<file path="src/rtl/atp_txn_ctrl.sv">
// atp_txn_ctrl -- payment transaction controller for a QR-initiated bill
// payment terminal.
//
// Flow: IDLE -> DISPLAY (QR scanned, bill/balance latched) -> CHOOSE
// (split bill between account balance and an external method) ->
// BAL_DEBIT (balance covers everything) or METHOD/PAY_WAIT (external
// gateway, with retries on decline/timeout) -> SUCCESS (debit strobe)
// -> RECEIPT (optional) -> IDLE.
//
// Parameters:
//   AMT_W       width of amount / balance / debit values
//   TIMEOUT_CYC cycles a waiting state may persist without an event (>=2)
//   MAX_RETRY   retries allowed after a failed payment attempt (1..15)
//
// Optional feature macro: ATP_RECEIPT_EN
//   defined   : RECEIPT state (code 11) waits for prn_ack or timeout
//   undefined : SUCCESS returns straight to IDLE, receipt_req is 0,
//               prn_ack is ignored
//
// Ports:
//   clk, rst (async, active-low)
//   in : qr_valid, amount, balance, confirm, use_bal, cancel,
//        method_valid, method, pay_done, pay_ok, prn_ack
//   out: state, busy, ext_due, method_q, retry_cnt, txn_ok, txn_fail,
//        fail_code, debit_valid, bal_debit, ext_debit, receipt_req
//   All outputs are driven directly from registers.
module atp_txn_ctrl #(
  parameter int AMT_W       = 16,
  parameter int TIMEOUT_CYC = 1000,
  parameter int MAX_RETRY   = 3
) (
  input  logic             clk,
  input  logic             rst,
  input  logic             qr_valid,
  input  logic [AMT_W-1:0] amount,
  input  logic [AMT_W-1:0] balance,
  input  logic             confirm,
  input  logic             use_bal,
  input  logic             cancel,
  input  logic             method_valid,
  input  logic [1:0]       method,
  input  logic             pay_done,
  input  logic             pay_ok,
  input  logic             prn_ack,
  output logic [3:0]       state,
  output logic             busy,
  output logic [AMT_W-1:0] ext_due,
  output logic [1:0]       method_q,
  output logic [3:0]       retry_cnt,
  output logic             txn_ok,
  output logic             txn_fail,
  output logic [1:0]       fail_code,
  output logic             debit_valid,
  output logic [AMT_W-1:0] bal_debit,
  output logic [AMT_W-1:0] ext_debit,
  output logic             receipt_req
);

  localparam logic [3:0] ST_IDLE      = 4'd0;
  localparam logic [3:0] ST_DISPLAY   = 4'd1;
  localparam logic [3:0] ST_CHOOSE    = 4'd2;
  localparam logic [3:0] ST_BAL_DEBIT = 4'd3;
  localparam logic [3:0] ST_METHOD    = 4'd4;
  localparam logic [3:0] ST_PAY_WAIT  = 4'd6;
  localparam logic [3:0] ST_FAIL      = 4'd9;
  localparam logic [3:0] ST_SUCCESS   = 4'd10;
  localparam logic [3:0] ST_RECEIPT   = 4'd11;

  localparam logic [1:0] FC_CANCEL  = 2'd1;
  localparam logic [1:0] FC_TIMEOUT = 2'd2;
  localparam logic [1:0] FC_RETRY   = 2'd3;

  localparam int             TW       = $clog2(TIMEOUT_CYC);
  localparam logic [TW-1:0]  TMO_LAST = TW'(TIMEOUT_CYC - 1);
  localparam logic [3:0]     RETRY_MAX = 4'(MAX_RETRY);

  logic [3:0]       r_state;
  logic             r_busy;
  logic [AMT_W-1:0] r_amt_q;
  logic [AMT_W-1:0] r_bal_q;
  logic [AMT_W-1:0] r_ext_due;
  logic [AMT_W-1:0] r_bal_part;
  logic [1:0]       r_method_q;
  logic [3:0]       r_retry;
  logic [TW-1:0]    r_tmo_cnt;
  logic             r_txn_ok;
  logic             r_txn_fail;
  logic [1:0]       r_fail_code;
  logic             r_debit_valid;
  logic [AMT_W-1:0] r_bal_debit;
  logic [AMT_W-1:0] r_ext_debit;
  logic             r_receipt_req;

  logic [3:0]       w_state_nx;
  logic [AMT_W-1:0] w_amt_nx;
  logic [AMT_W-1:0] w_bal_nx;
  logic [AMT_W-1:0] w_ext_due_nx;
  logic [AMT_W-1:0] w_bal_part_nx;
  logic [1:0]       w_method_nx;
  logic [3:0]       w_retry_nx;
  logic             w_fail_set;
  logic [1:0]       w_fail_code_nx;
  logic             w_count;
  logic             w_tmo;
  logic             w_enter_succ;

`ifdef ATP_RECEIPT_EN
  localparam logic RCPT_EN = 1'b1;
`else
  localparam logic RCPT_EN = 1'b0;
  // prn_ack has no consumer when the receipt stage is built out.
  logic w_unused_prn_ack;
  assign w_unused_prn_ack = prn_ack;
`endif

  // Waiting states run the timeout counter; transient states do not.
  assign w_count = (r_state == ST_DISPLAY) || (r_state == ST_METHOD) ||
                   (r_state == ST_PAY_WAIT) ||
                   (RCPT_EN && (r_state == ST_RECEIPT));
  assign w_tmo   = w_count && (r_tmo_cnt == TMO_LAST);

  // Debit strobe fires on every entry into SUCCESS, from either path.
  assign w_enter_succ = (w_state_nx == ST_SUCCESS) && (r_state != ST_SUCCESS);

  // Next-state and datapath-next logic; priority cancel > event > timeout.
  always_comb begin
    w_state_nx     = r_state;
    w_amt_nx       = r_amt_q;
    w_bal_nx       = r_bal_q;
    w_ext_due_nx   = r_ext_due;
    w_bal_part_nx  = r_bal_part;
    w_method_nx    = r_method_q;
    w_retry_nx     = r_retry;
    w_fail_set     = 1'b0;
    w_fail_code_nx = r_fail_code;
    case (r_state)
      ST_IDLE: begin
        if (qr_valid) begin
          w_state_nx    = ST_DISPLAY;
          w_amt_nx      = amount;
          w_bal_nx      = balance;
          w_retry_nx    = 4'd0;
          w_ext_due_nx  = {AMT_W{1'b0}};
          w_bal_part_nx = {AMT_W{1'b0}};
        end else begin
          w_state_nx = ST_IDLE;
        end
      end
      ST_DISPLAY: begin
        if (cancel) begin
          w_state_nx     = ST_IDLE;
          w_fail_set     = 1'b1;
          w_fail_code_nx = FC_CANCEL;
        end else if (confirm) begin
          w_state_nx = ST_CHOOSE;
        end else if (w_tmo) begin
          w_state_nx     = ST_IDLE;
          w_fail_set     = 1'b1;
          w_fail_code_nx = FC_TIMEOUT;
        end else begin
          w_state_nx = ST_DISPLAY;
        end
      end
      ST_CHOOSE: begin
        if (cancel) begin
          w_state_nx     = ST_IDLE;
          w_fail_set     = 1'b1;
          w_fail_code_nx = FC_CANCEL;
        end else if (use_bal && (r_bal_q >= r_amt_q)) begin
          w_state_nx = ST_BAL_DEBIT;
        end else if (use_bal) begin
          // Balance is drained completely; gateway covers the remainder.
          w_state_nx    = ST_METHOD;
          w_ext_due_nx  = r_amt_q - r_bal_q;
          w_bal_part_nx = r_bal_q;
        end else begin
          w_state_nx    = ST_METHOD;
          w_ext_due_nx  = r_amt_q;
          w_bal_part_nx = {AMT_W{1'b0}};
        end
      end
      ST_BAL_DEBIT: begin
        w_state_nx    = ST_SUCCESS;
        w_bal_part_nx = r_amt_q;
        w_ext_due_nx  = {AMT_W{1'b0}};
      end
      ST_METHOD: begin
        if (cancel) begin
          w_state_nx     = ST_IDLE;
          w_fail_set     = 1'b1;
          w_fail_code_nx = FC_CANCEL;
        end else if (method_valid) begin
          w_state_nx  = ST_PAY_WAIT;
          w_method_nx = method;
        end else if (w_tmo) begin
          w_state_nx     = ST_IDLE;
          w_fail_set     = 1'b1;
          w_fail_code_nx = FC_TIMEOUT;
        end else begin
          w_state_nx = ST_METHOD;
        end
      end
      ST_PAY_WAIT: begin
        if (cancel) begin
          w_state_nx     = ST_IDLE;
          w_fail_set     = 1'b1;
          w_fail_code_nx = FC_CANCEL;
        end else if (pay_done) begin
          w_state_nx = pay_ok ? ST_SUCCESS : ST_FAIL;
        end else if (w_tmo) begin
          // A silent gateway counts as a failed attempt, not an abort.
          w_state_nx = ST_FAIL;
        end else begin
          w_state_nx = ST_PAY_WAIT;
        end
      end
      ST_FAIL: begin
        if (r_retry < RETRY_MAX) begin
          w_state_nx = ST_METHOD;
          w_retry_nx = r_retry + 4'd1;
        end else begin
          w_state_nx     = ST_IDLE;
          w_fail_set     = 1'b1;
          w_fail_code_nx = FC_RETRY;
        end
      end
      ST_SUCCESS: begin
        w_state_nx = RCPT_EN ? ST_RECEIPT : ST_IDLE;
      end
`ifdef ATP_RECEIPT_EN
      ST_RECEIPT: begin
        if (prn_ack || w_tmo) begin
          w_state_nx = ST_IDLE;
        end else begin
          w_state_nx = ST_RECEIPT;
        end
      end
`endif
      default: begin
        w_state_nx = ST_IDLE;
      end
    endcase
  end

  // State, latched transaction data and timeout counter.
  always_ff @(posedge clk or negedge rst) begin
    if (!rst) begin
      r_state    <= ST_IDLE;
      r_busy     <= 1'b0;
      r_amt_q    <= {AMT_W{1'b0}};
      r_bal_q    <= {AMT_W{1'b0}};
      r_ext_due  <= {AMT_W{1'b0}};
      r_bal_part <= {AMT_W{1'b0}};
      r_method_q <= 2'd0;
      r_retry    <= 4'd0;
      r_tmo_cnt  <= {TW{1'b0}};
    end else begin
      r_state    <= w_state_nx;
      r_busy     <= (w_state_nx != ST_IDLE);
      r_amt_q    <= w_amt_nx;
      r_bal_q    <= w_bal_nx;
      r_ext_due  <= w_ext_due_nx;
      r_bal_part <= w_bal_part_nx;
      r_method_q <= w_method_nx;
      r_retry    <= w_retry_nx;
      if (w_state_nx != r_state) begin
        r_tmo_cnt <= {TW{1'b0}};
      end else if (w_count) begin
        r_tmo_cnt <= r_tmo_cnt + {{(TW-1){1'b0}}, 1'b1};
      end else begin
        r_tmo_cnt <= {TW{1'b0}};
      end
    end
  end

  // Result pulses, failure cause and debit values.
  always_ff @(posedge clk or negedge rst) begin
    if (!rst) begin
      r_txn_ok      <= 1'b0;
      r_txn_fail    <= 1'b0;
      r_fail_code   <= 2'd0;
      r_debit_valid <= 1'b0;
      r_bal_debit   <= {AMT_W{1'b0}};
      r_ext_debit   <= {AMT_W{1'b0}};
      r_receipt_req <= 1'b0;
    end else begin
      r_txn_ok      <= w_enter_succ;
      r_debit_valid <= w_enter_succ;
      r_txn_fail    <= w_fail_set;
      r_fail_code   <= w_fail_code_nx;
      r_receipt_req <= RCPT_EN && (w_state_nx == ST_RECEIPT);
      if (w_enter_succ) begin
        r_bal_debit <= w_bal_part_nx;
        r_ext_debit <= w_ext_due_nx;
      end else begin
        r_bal_debit <= r_bal_debit;
        r_ext_debit <= r_ext_debit;
      end
    end
  end

  assign state       = r_state;
  assign busy        = r_busy;
  assign ext_due     = r_ext_due;
  assign method_q    = r_method_q;
  assign retry_cnt   = r_retry;
  assign txn_ok      = r_txn_ok;
  assign txn_fail    = r_txn_fail;
  assign fail_code   = r_fail_code;
  assign debit_valid = r_debit_valid;
  assign bal_debit   = r_bal_debit;
  assign ext_debit   = r_ext_debit;
  assign receipt_req = r_receipt_req;

endmodule

</file>
<file path="config.mk">
export PLATFORM = sky130hd
export DESIGN_NAME = atp_txn_ctrl
export DESIGN_NICKNAME = d
export VERILOG_FILES = /design/src/rtl/atp_txn_ctrl.sv
export SDC_FILE = /design/constraint.sdc
export NUM_CORES = 1
export LEC_CHECK = 0
export ABC_AREA = 1
export CAP_MARGIN = 0
export CORE_AREA = 3 3 113 115
export CTS_CLUSTER_SIZE = 40
export DETAILED_ROUTE_END_ITERATION = 8
export DIE_AREA = 0 0 116 118
export PLACE_DENSITY = 0.86
export SLEW_MARGIN = 40
export SYNTH_ARGS = -nofsm -noshare
export SYNTH_HDL_FRONTEND = slang
export SYNTH_SLANG_ARGS = --single-unit
</file>
<file path="constraint.sdc">
create_clock -name clk -period 5.8 [get_ports clk]
set_clock_uncertainty 0.1 [all_clocks]
set_input_delay 1.16 -clock clk [delete_from_list [all_inputs] [get_ports clk]]
set_output_delay 1.16 -clock clk [all_outputs]
set_load 0.01 [all_outputs]
</file>
==> Word level (Yosys, flattened, before mapping) <==
Cells that the tools add are included.
{ "totals": {"wordCells": 96, "reg_bits": 121, "out_inout_bits": 65, "inputBits": 44} }
{ "classes": {"n_eq_ne": 16, "add_sub_neg": 3, "reduce_logical": 14, "muxes": 46, "bitwise_logic": 1, "magnitude_cmp": 2} }
{ "op_table": {"columns": ["cell", "n"], "rows": [
  ["$mux 16", 8],
  ["$pmux 16 s3", 2],
  ["$pmux 4 s7", 1],
  ["$mux 10", 2],
  ["$mux 2", 10],
  ["$mux 4", 5],
  ["$mux 3", 6],
  ["$ge 16x16->1", 1],
  ["$sub 16x16->16", 1],
  ["$add 10x1->10 const B", 1],
  ["$eq 10x10->1 const B", 1],
  ["$mux 1", 9],
  ["$eq 4x2->1 const B", 2],
  ["$eq 4x3->1 const B", 2],
  ["$eq 4x4->1 const B", 2],
  ["$pmux 2 s4", 1],
  ["$pmux 4 s2", 1],
  ["$reduce_bool 4->1", 2],
  ["$ne 2x2->1 const B", 3],
  ["$ne 3x3->1 const B", 2],
  ["$reduce_and 3->1", 2],
  ["$reduce_and 5->1", 1],
  ["$add 4x1->4 const B", 1],
  ["$eq 4x1->1 const B", 1],
  ["other kinds (12)", 15]
]} }

==> Logic depth before layout (Yosys ltp) <==
{ "depth": {"word_depth": 10, "ltp_mapped": 20, "mapped_depth_nobuf": 19} }

==> Least setup slack after synthesis <==
Ideal clock, no wire load.
{ "synth_timing": {"kind": "input-to-reg", "startpoint": "in cancel", "endpoint": "reg r_busy, in the netlist busy", "t_arrival_ns": 2.391, "required_ns": 5.569, "n_path_buf": 1, "path_slack_ns": 3.178, "cell_stages": 9, "setup_ns": 0.131, "path_cell_list": "clkbuf_1 inv_1 nand4_1 nand2_1 inv_1 nand2_1 a21oi_4 nand2_1 or3_1"} }
{ "synth_between": {"elab_chain_cells": 3, "elab_cells_between_ends": 6, "classes_between": "mux (5); reduce/logical (1)"} }
{ "synth_lines": {"columns": ["item", "line_no", "rtl"], "rows": [
  ["start: declaration", "39", "input logic cancel,"],
  ["$mux 4 (tied with other cells)", "204", "if (cancel) begin"],
  ["$pmux 4 s7 *", "136", "case (r_state)"],
  ["named net w_state_nx[1]", "94", "logic [3:0] w_state_nx;"],
  ["$reduce_bool 4->1 *", "259", "r_busy <= (w_state_nx != ST_IDLE);"],
  ["end signal: assignment", "259", null],
  ["end: declaration", "78", "logic r_busy;"]
]} }
Mark *: on every way through the listed nets, which the timed path passes. The rest lies on a longest branch.
A chain may end at the register's enable or synchronous reset.

==> Final worst setup path <==
{ "layout_timing": {"startpoint": "in cancel", "endpoint": "reg r_bal_debit[15], in the netlist bal_debit[15]"} }
{ "layout_between": {"elab_chain_cells": 4, "elab_cells_between_ends": 9, "classes_between": "eq/ne (1); mux (7); reduce/logical (1)"} }
{ "layout_lines": {"columns": ["item", "line_no", "rtl"], "rows": [
  ["$mux 4 (tied with other cells)", "204", null],
  ["$pmux 4 s7", "136", null],
  ["$eq 4x4->1", "123", "assign w_enter_succ = (w_state_nx == ST_SUCCESS) && (r_state != ST_SUCCESS);"],
  ["$logic_and 1x1->1", "123", null],
  ["end signal: assignment", "283", "r_bal_debit <= {AMT_W{1'b0}};"],
  ["end signal: assignment", "293", "r_bal_debit <= w_bal_part_nx;"],
  ["end signal: assignment", "296", "r_bal_debit <= r_bal_debit;"],
  ["end: declaration", "90", "logic [AMT_W-1:0] r_bal_debit;"]
]} }
Several ways; a longest one is shown, not always the timed one.

==> flow_summary.toml <==
[clocking]
cts.path.max_buffers = 2
numCtsBuffers = 17
clkTransAtPathRegs_ns = 0.05
h-tree-depth = 4
cts_resized = 0
worstSkewPairLatency_ns = 0.42
numClockSinks = 121
cts_hold_buf = 0
postCtsSetupRepairBufs = 0
tritoncts = "done"
root_buffer = "clkbuf_16"

[place]
place_area_sq_um = 7900
port-buffer-count = 106
preCtsSetupSlack_ns = 1.70
hpwlAfterDp_microns = 13200
place_congestion = 0.920

[power]
power_density_nw_per_um2 = 606
power_leakage_nw = 4.14
vdd_drop_max_mv = 0.316
p_total_w = 0.00516

[worst_hold_path]
hold_path_class = "flip-flop to flip-flop"
min_path_cells = 2

[logic_synthesis]
synth_common_cells = "nand2_1 (369), dfrtp_1 (121), inv_1 (84)"
muxShareOfSynthArea_pct = 0.479
ys_types = 46
yosysWarnings = 0
syn_avg_cell_area_sq_um = 7.53
synth_async_sr_flop_share_pct = 100
syn-num-nets = 965
yosys.area.top_type = "dfrtp_1"
synth.area.top_cells = "dfrtp_1 (45%), nand2_1 (20%), nand3_1 (4.9%), inv_1 (4.6%), o21ai_0 (3.8%)"
synth_top_area_share_pct = 44.6
syn_inst = 902
seq_area_frac_synth_pct = 44.6
yosysMostFrequentCell = "nand2_1"
synthXorXnorAreaFrac_pct = 1.16
syn-cell-area_sq_um = 6790
synth_top_family_by_area = "simple AND/OR/NAND/NOR gates"
synthAdderAreaFrac_pct = 3.61
synthFlopType = "dfrtp_1"
synthSimpleGateAreaFrac_pct = 34.6
synth_edf_count = 0
synth-compound-area-share_pct = 7.65
synth-seq-cells = 121

[sta]
fin_ws_ns = 2.06
worstMarginPinSlew_ns = 0.739
min_period_over_period_pct = 64.5
hold_viol = 0
slew_violations = 0
setup_viol = 0
period_minus_slack_ns = 3.74
slew_headroom_pct = 50.7
rsz0062_at_grt = "false"
max_freq_ghz = 0.267
setup_tns_ns = 0

[routing]
drt-vias-per-instance = 5.53
drt-total-wl_microns = 18800
drc = 0
vias = 6410
wl_per_cell_microns = 16.2
ant_nets = 0
dr.pass1.iters = 5
drt_iter0_markers = 531

[global_routing]
grtUsageMet1_pct = 36.1
grt.busiest_layer = "met2"
grt_max_degree = 81
overflow = 0
grt_pass1_wl_microns = 30800
antenna_found_initial = 0
grt_pass1_vias = 6259
use_met2_pct = 46.2
grt_usage_pct = 28.6
met3_usage_pct = 7.46

[critical_path]
cp-start-kind = "input pin"
cp-end-kind = "flip-flop"
crit_fanout = 30
ff2ff_path_depth = 10
cp.arrival_ns = 3.95
crit_required_ns = 6.01
critPathKind = "input pin to flip-flop"

[final_layout]
n_antenna_cell = 0
area.sequential_sq_um = 3030
fin_area_sq_um = 8510
nets = 1063
fillers = 961
final_util_pct = 71.5
area_delta_synth_final_pct = 25.4
drive_gt1_share_pct = 8.89
multi_input_area_sq_um = 3230

[floorplan]
ios = 109
start_util_pct = 57.0
die_y_microns = 118
coreArea_sq_um = 11900
die_width_microns = 116
die-area_sq_um = 13700
num_rows = 40

[run]
maxCapViolCount = 0

[status]
status = "complete, no violations"
==> flip-flops by register name, indices dropped and copies added, names as in the netlist <==
register / count
r_bal_q: 16
txn_fail: 1
ext_debit: 16
r_amt_q: 16
bal_debit: 16
state: 4
ext_due: 16
debit_valid: 1
retry_cnt: 4
busy: 1
fail_code: 2
r_tmo_cnt: 10
method_q: 2
r_bal_part: 16
==> worst max-delay path, cell delays in order <==
cell,delay (ns)
clkdlybuf4s50_1,0.40
buf_4,0.21
inv_1,0.57
nand4_1,0.16
nand2_1,0.15
inv_1,0.07
nand2_1,0.10
a21oi_4,0.06
a21oi_4,0.43
inv_2,0.39
nand2_1,0.17
nand2_1,0.07
==> final timing paths <==
path | from | end | slack [ns]
worst max-delay path | cancel | bal_debit[15] | 2.06
worst min-delay path | ext_debit[11] | ext_debit[11] | 0.38
worst max register to register | state[2] | bal_debit[15] | 2.73
worst min register to register | ext_debit[11] | ext_debit[11] | 0.38
max in group asynchronous | rst | ext_due[5] | 3.90
min in group asynchronous | rst | retry_cnt[2] | 0.68
==> where the power goes <==
group / switching, W / internal (W)
Sequential: 0.000267 / 0.00115
Clock: 0.000384 / 0.000708
Combinational: 0.00167 / 0.000972
Total: 0.00232 / 0.00283
==> cells in the final DEF (no fill, tap or decap), types with 5 or more instances in the layout <==
master and count:
nand2_1 369, dfrtp_1 121, clkdlybuf4s50_1 105, inv_1 83
nand3_1 66, o21ai_0 52, nor2_1 26, nand4_1 25
a21oi_1 21, ha_1 18, clkbuf_16 17, nor2_2 14
inv_2 10, buf_4 6, nand2_2 5, xor2_1 5
==> per-stage QoR <==
stage | instances | hold WS [ns]
CTS | 1159 | 0.386
global placement | 1128 | 0.365
detailed placement | 1128 | 0.368
finish | 1159 | 0.380
global route | 1159 | 0.408
floorplan | 902 | 0.362
==> logic make-up after synthesis <==
kind of cell,Yosys count
simple gates,531
other cells,1
mux,3
flops,121
xor+xnor,9
fa+ha+maj,19
buf+inv,126
compound gates,92
==> cell type report <==
cell class                      instances  share of cell area [%]
Tap cell                              147                    2.16
Clock buffer                           21                    5.53
Multi-Input combinational cell        655                    38.0
Timing Repair Buffer                  112                    13.0
Sequential cell                       121                    35.6
Clock inverter                         10                    1.68
Inverter                               93                    4.10
==> routing by layer <==
| layer | up-vias | routed length [microns] |
|---|---|---|
| met3 | 49 | 1330 |
| met2 | 248 | 9140 |
| li1 | 3080 | - |
| met1 | 3033 | 7720 |
| met4 | 0 | 617 |
| met5 | - | 0 |
(Power assumes the default switching activity.)
==> RTL change, RTL diff (same settings) <==
Change the localparam `RCPT_EN` from 1'b0 to 1'b1.
--- a/src/rtl/atp_txn_ctrl.sv
+++ b/src/rtl/atp_txn_ctrl.sv
@@ -109,3 +109,3 @@
 `else
-  localparam logic RCPT_EN = 1'b0;
+  localparam logic RCPT_EN = 1'b1;
   // prn_ack has no consumer when the receipt stage is built out.
Function: changed (Yosys sat finds a counterexample within 10 cycles, from zero or initial values and one cycle with rst low).
==> RTL change against the original RTL <==
Area after synthesis is 1.4% lower. Total power fell by 10%. Cell area down 1.0%. Synthesized cell count rose by 0.22%. Setup slack got worse by 0.21 ns. Via count decreased by 1.1%. Sequential cell count grew 1. Wire length is 1.1% lower. Register-to-register slack worse by 0.38 ns. Critical endpoint is now bal_debit[10].
==> RTL change: results (changes against the original RTL) <==
Run status
  • Status: finished, final reports clean

Synth
  • Mean Syn Cell Area: 7.41 sq um (-1.6%)
  • Syn nets: 967 (+0.21%)
  • Top cells by area, synth: dfrtp_1, nand2_1, nand3_1, inv_1, o21ai_0
  • Async S/R FF share, synth: 100% (unchanged)
  • Register area share after synthesis: 45.6% (+1.0 points)

Routing
  • Initial DRC Count: 615 (+16%)
  • Total length of routed wires: 18600 um (-1.1%)
  • Via-per-instance ratio: 5.43 (-1.7%)
  • DR vias: 6342 (-1.1%)

Worst setup path
  • Critical Path Max Stage Delay: 0.67 ns (+0.10 ns)
  • Arr. time, crit path: 4.21 ns (+0.26 ns)
  • Critical path peak fanout: 33 (+10%)
  • Slowest-stage cell, CP: inv_2

Power and ir drop
  • VDD IR max: 0.244 mV (-23%)
  • Pleak: 4.29 nW (+3.7%)
  • Sequential power: 1.29 mW (-9%)
  • Int Power: 2.50 mW (-12%)
  • Sw power: 2.13 mW (-8.4%)

Placement
  • Port Buffer Count: 107 (+0.94%)
  • Setup slack after placement: 1.39 ns (-0.303 ns)
  • HPWL after DPL: 12800 um (-3.6%)
  • GP Congestion: 0.917 (-0.37%)

Global route
  • Vias in the first global route: 6388 (+2.1%)
  • Gr usage total: 28.5% (-0.10 points)
  • Pin count of the biggest net entering global routing: 71 (-12%)

Cells and area
  • # fillers: 983 (+2.3%)
  • Nets: 1070 (+0.66%)
  • Layout cells sized above 1: 6.96% (-1.9 points)

Timing
  • Worst rel slew slack: 49.8% (-0.89 points)

CTS
  • Post_cts resized: 0 (unchanged)
## RTL change: cell types whose count changed in the layout (fill, tap and decap cells not counted), moves of 3 or more
cell / change
nor2_1: +24
nor2_2: -9
inv_6: +6
o211ai_1: +6
nand2_1: +5
inv_2: -4
o21ai_1: -4
clkbuf_8: -3
inv_1: +3
nor2_4: -3
xnor2_1: -3
## RTL change: worst paths after layout
path                                   start       endpoint  slack, ns  cells past startpoint
worst max register to register    r_amt_q[0]  bal_debit[10]       2.35                     16
worst min register to register  bal_debit[7]   bal_debit[7]       0.38                      2
min in group asynchronous                rst   r_tmo_cnt[2]       0.63                      1
max in group asynchronous                rst     r_amt_q[1]       3.84                      2
worst max-delay path                  cancel  bal_debit[10]       1.85                     11
worst min-delay path            bal_debit[7]   bal_debit[7]       0.38                      2
## RTL change: logic make-up (layout without fill, tap and decap cells)
| logic type | Yosys count | in the layout | share of synthesized area [%] |
|---|---|---|---|
| DFF | 122 | 122 | 45.6 |
| adders and majority gates | 19 | 19 | 3.66 |
| xor gates and xnor gates | 5 | 5 | 0.654 |
| buffers and inverters | 124 | 240 | 7.62 |
| AOI/OAI and AO/OA | 84 | 84 | 6.97 |
| and+or+nand+nor | 549 | 549 | 35.3 |
| muxes | 1 | 1 | 0.168 |
## RTL change: area by class of cell
cell class	count	share of cell area, %
flip-flops and latches	122	36.2
inverters	94	4.20
clock inverters	15	1.81
clock buffers	17	5.05
well taps	147	2.18
multi-input cells	658	37.2
repair buffers	114	13.3
## RTL change: routing by layer
layer  track usage (%)  share of wire (%)  vias to the layer above
li1                  -                  -                     3093
met1              35.6                 41                     2887
met2              46.2                 47                      297
met3              6.27                7.4                       65
met4              14.1                4.3                        0
met5                 0                  0                        -
## RTL change: worst max-delay path, delay by kind of cell
kind          cells  cell delay, ns
simple gates      7            1.32
buf+inv           4            1.73
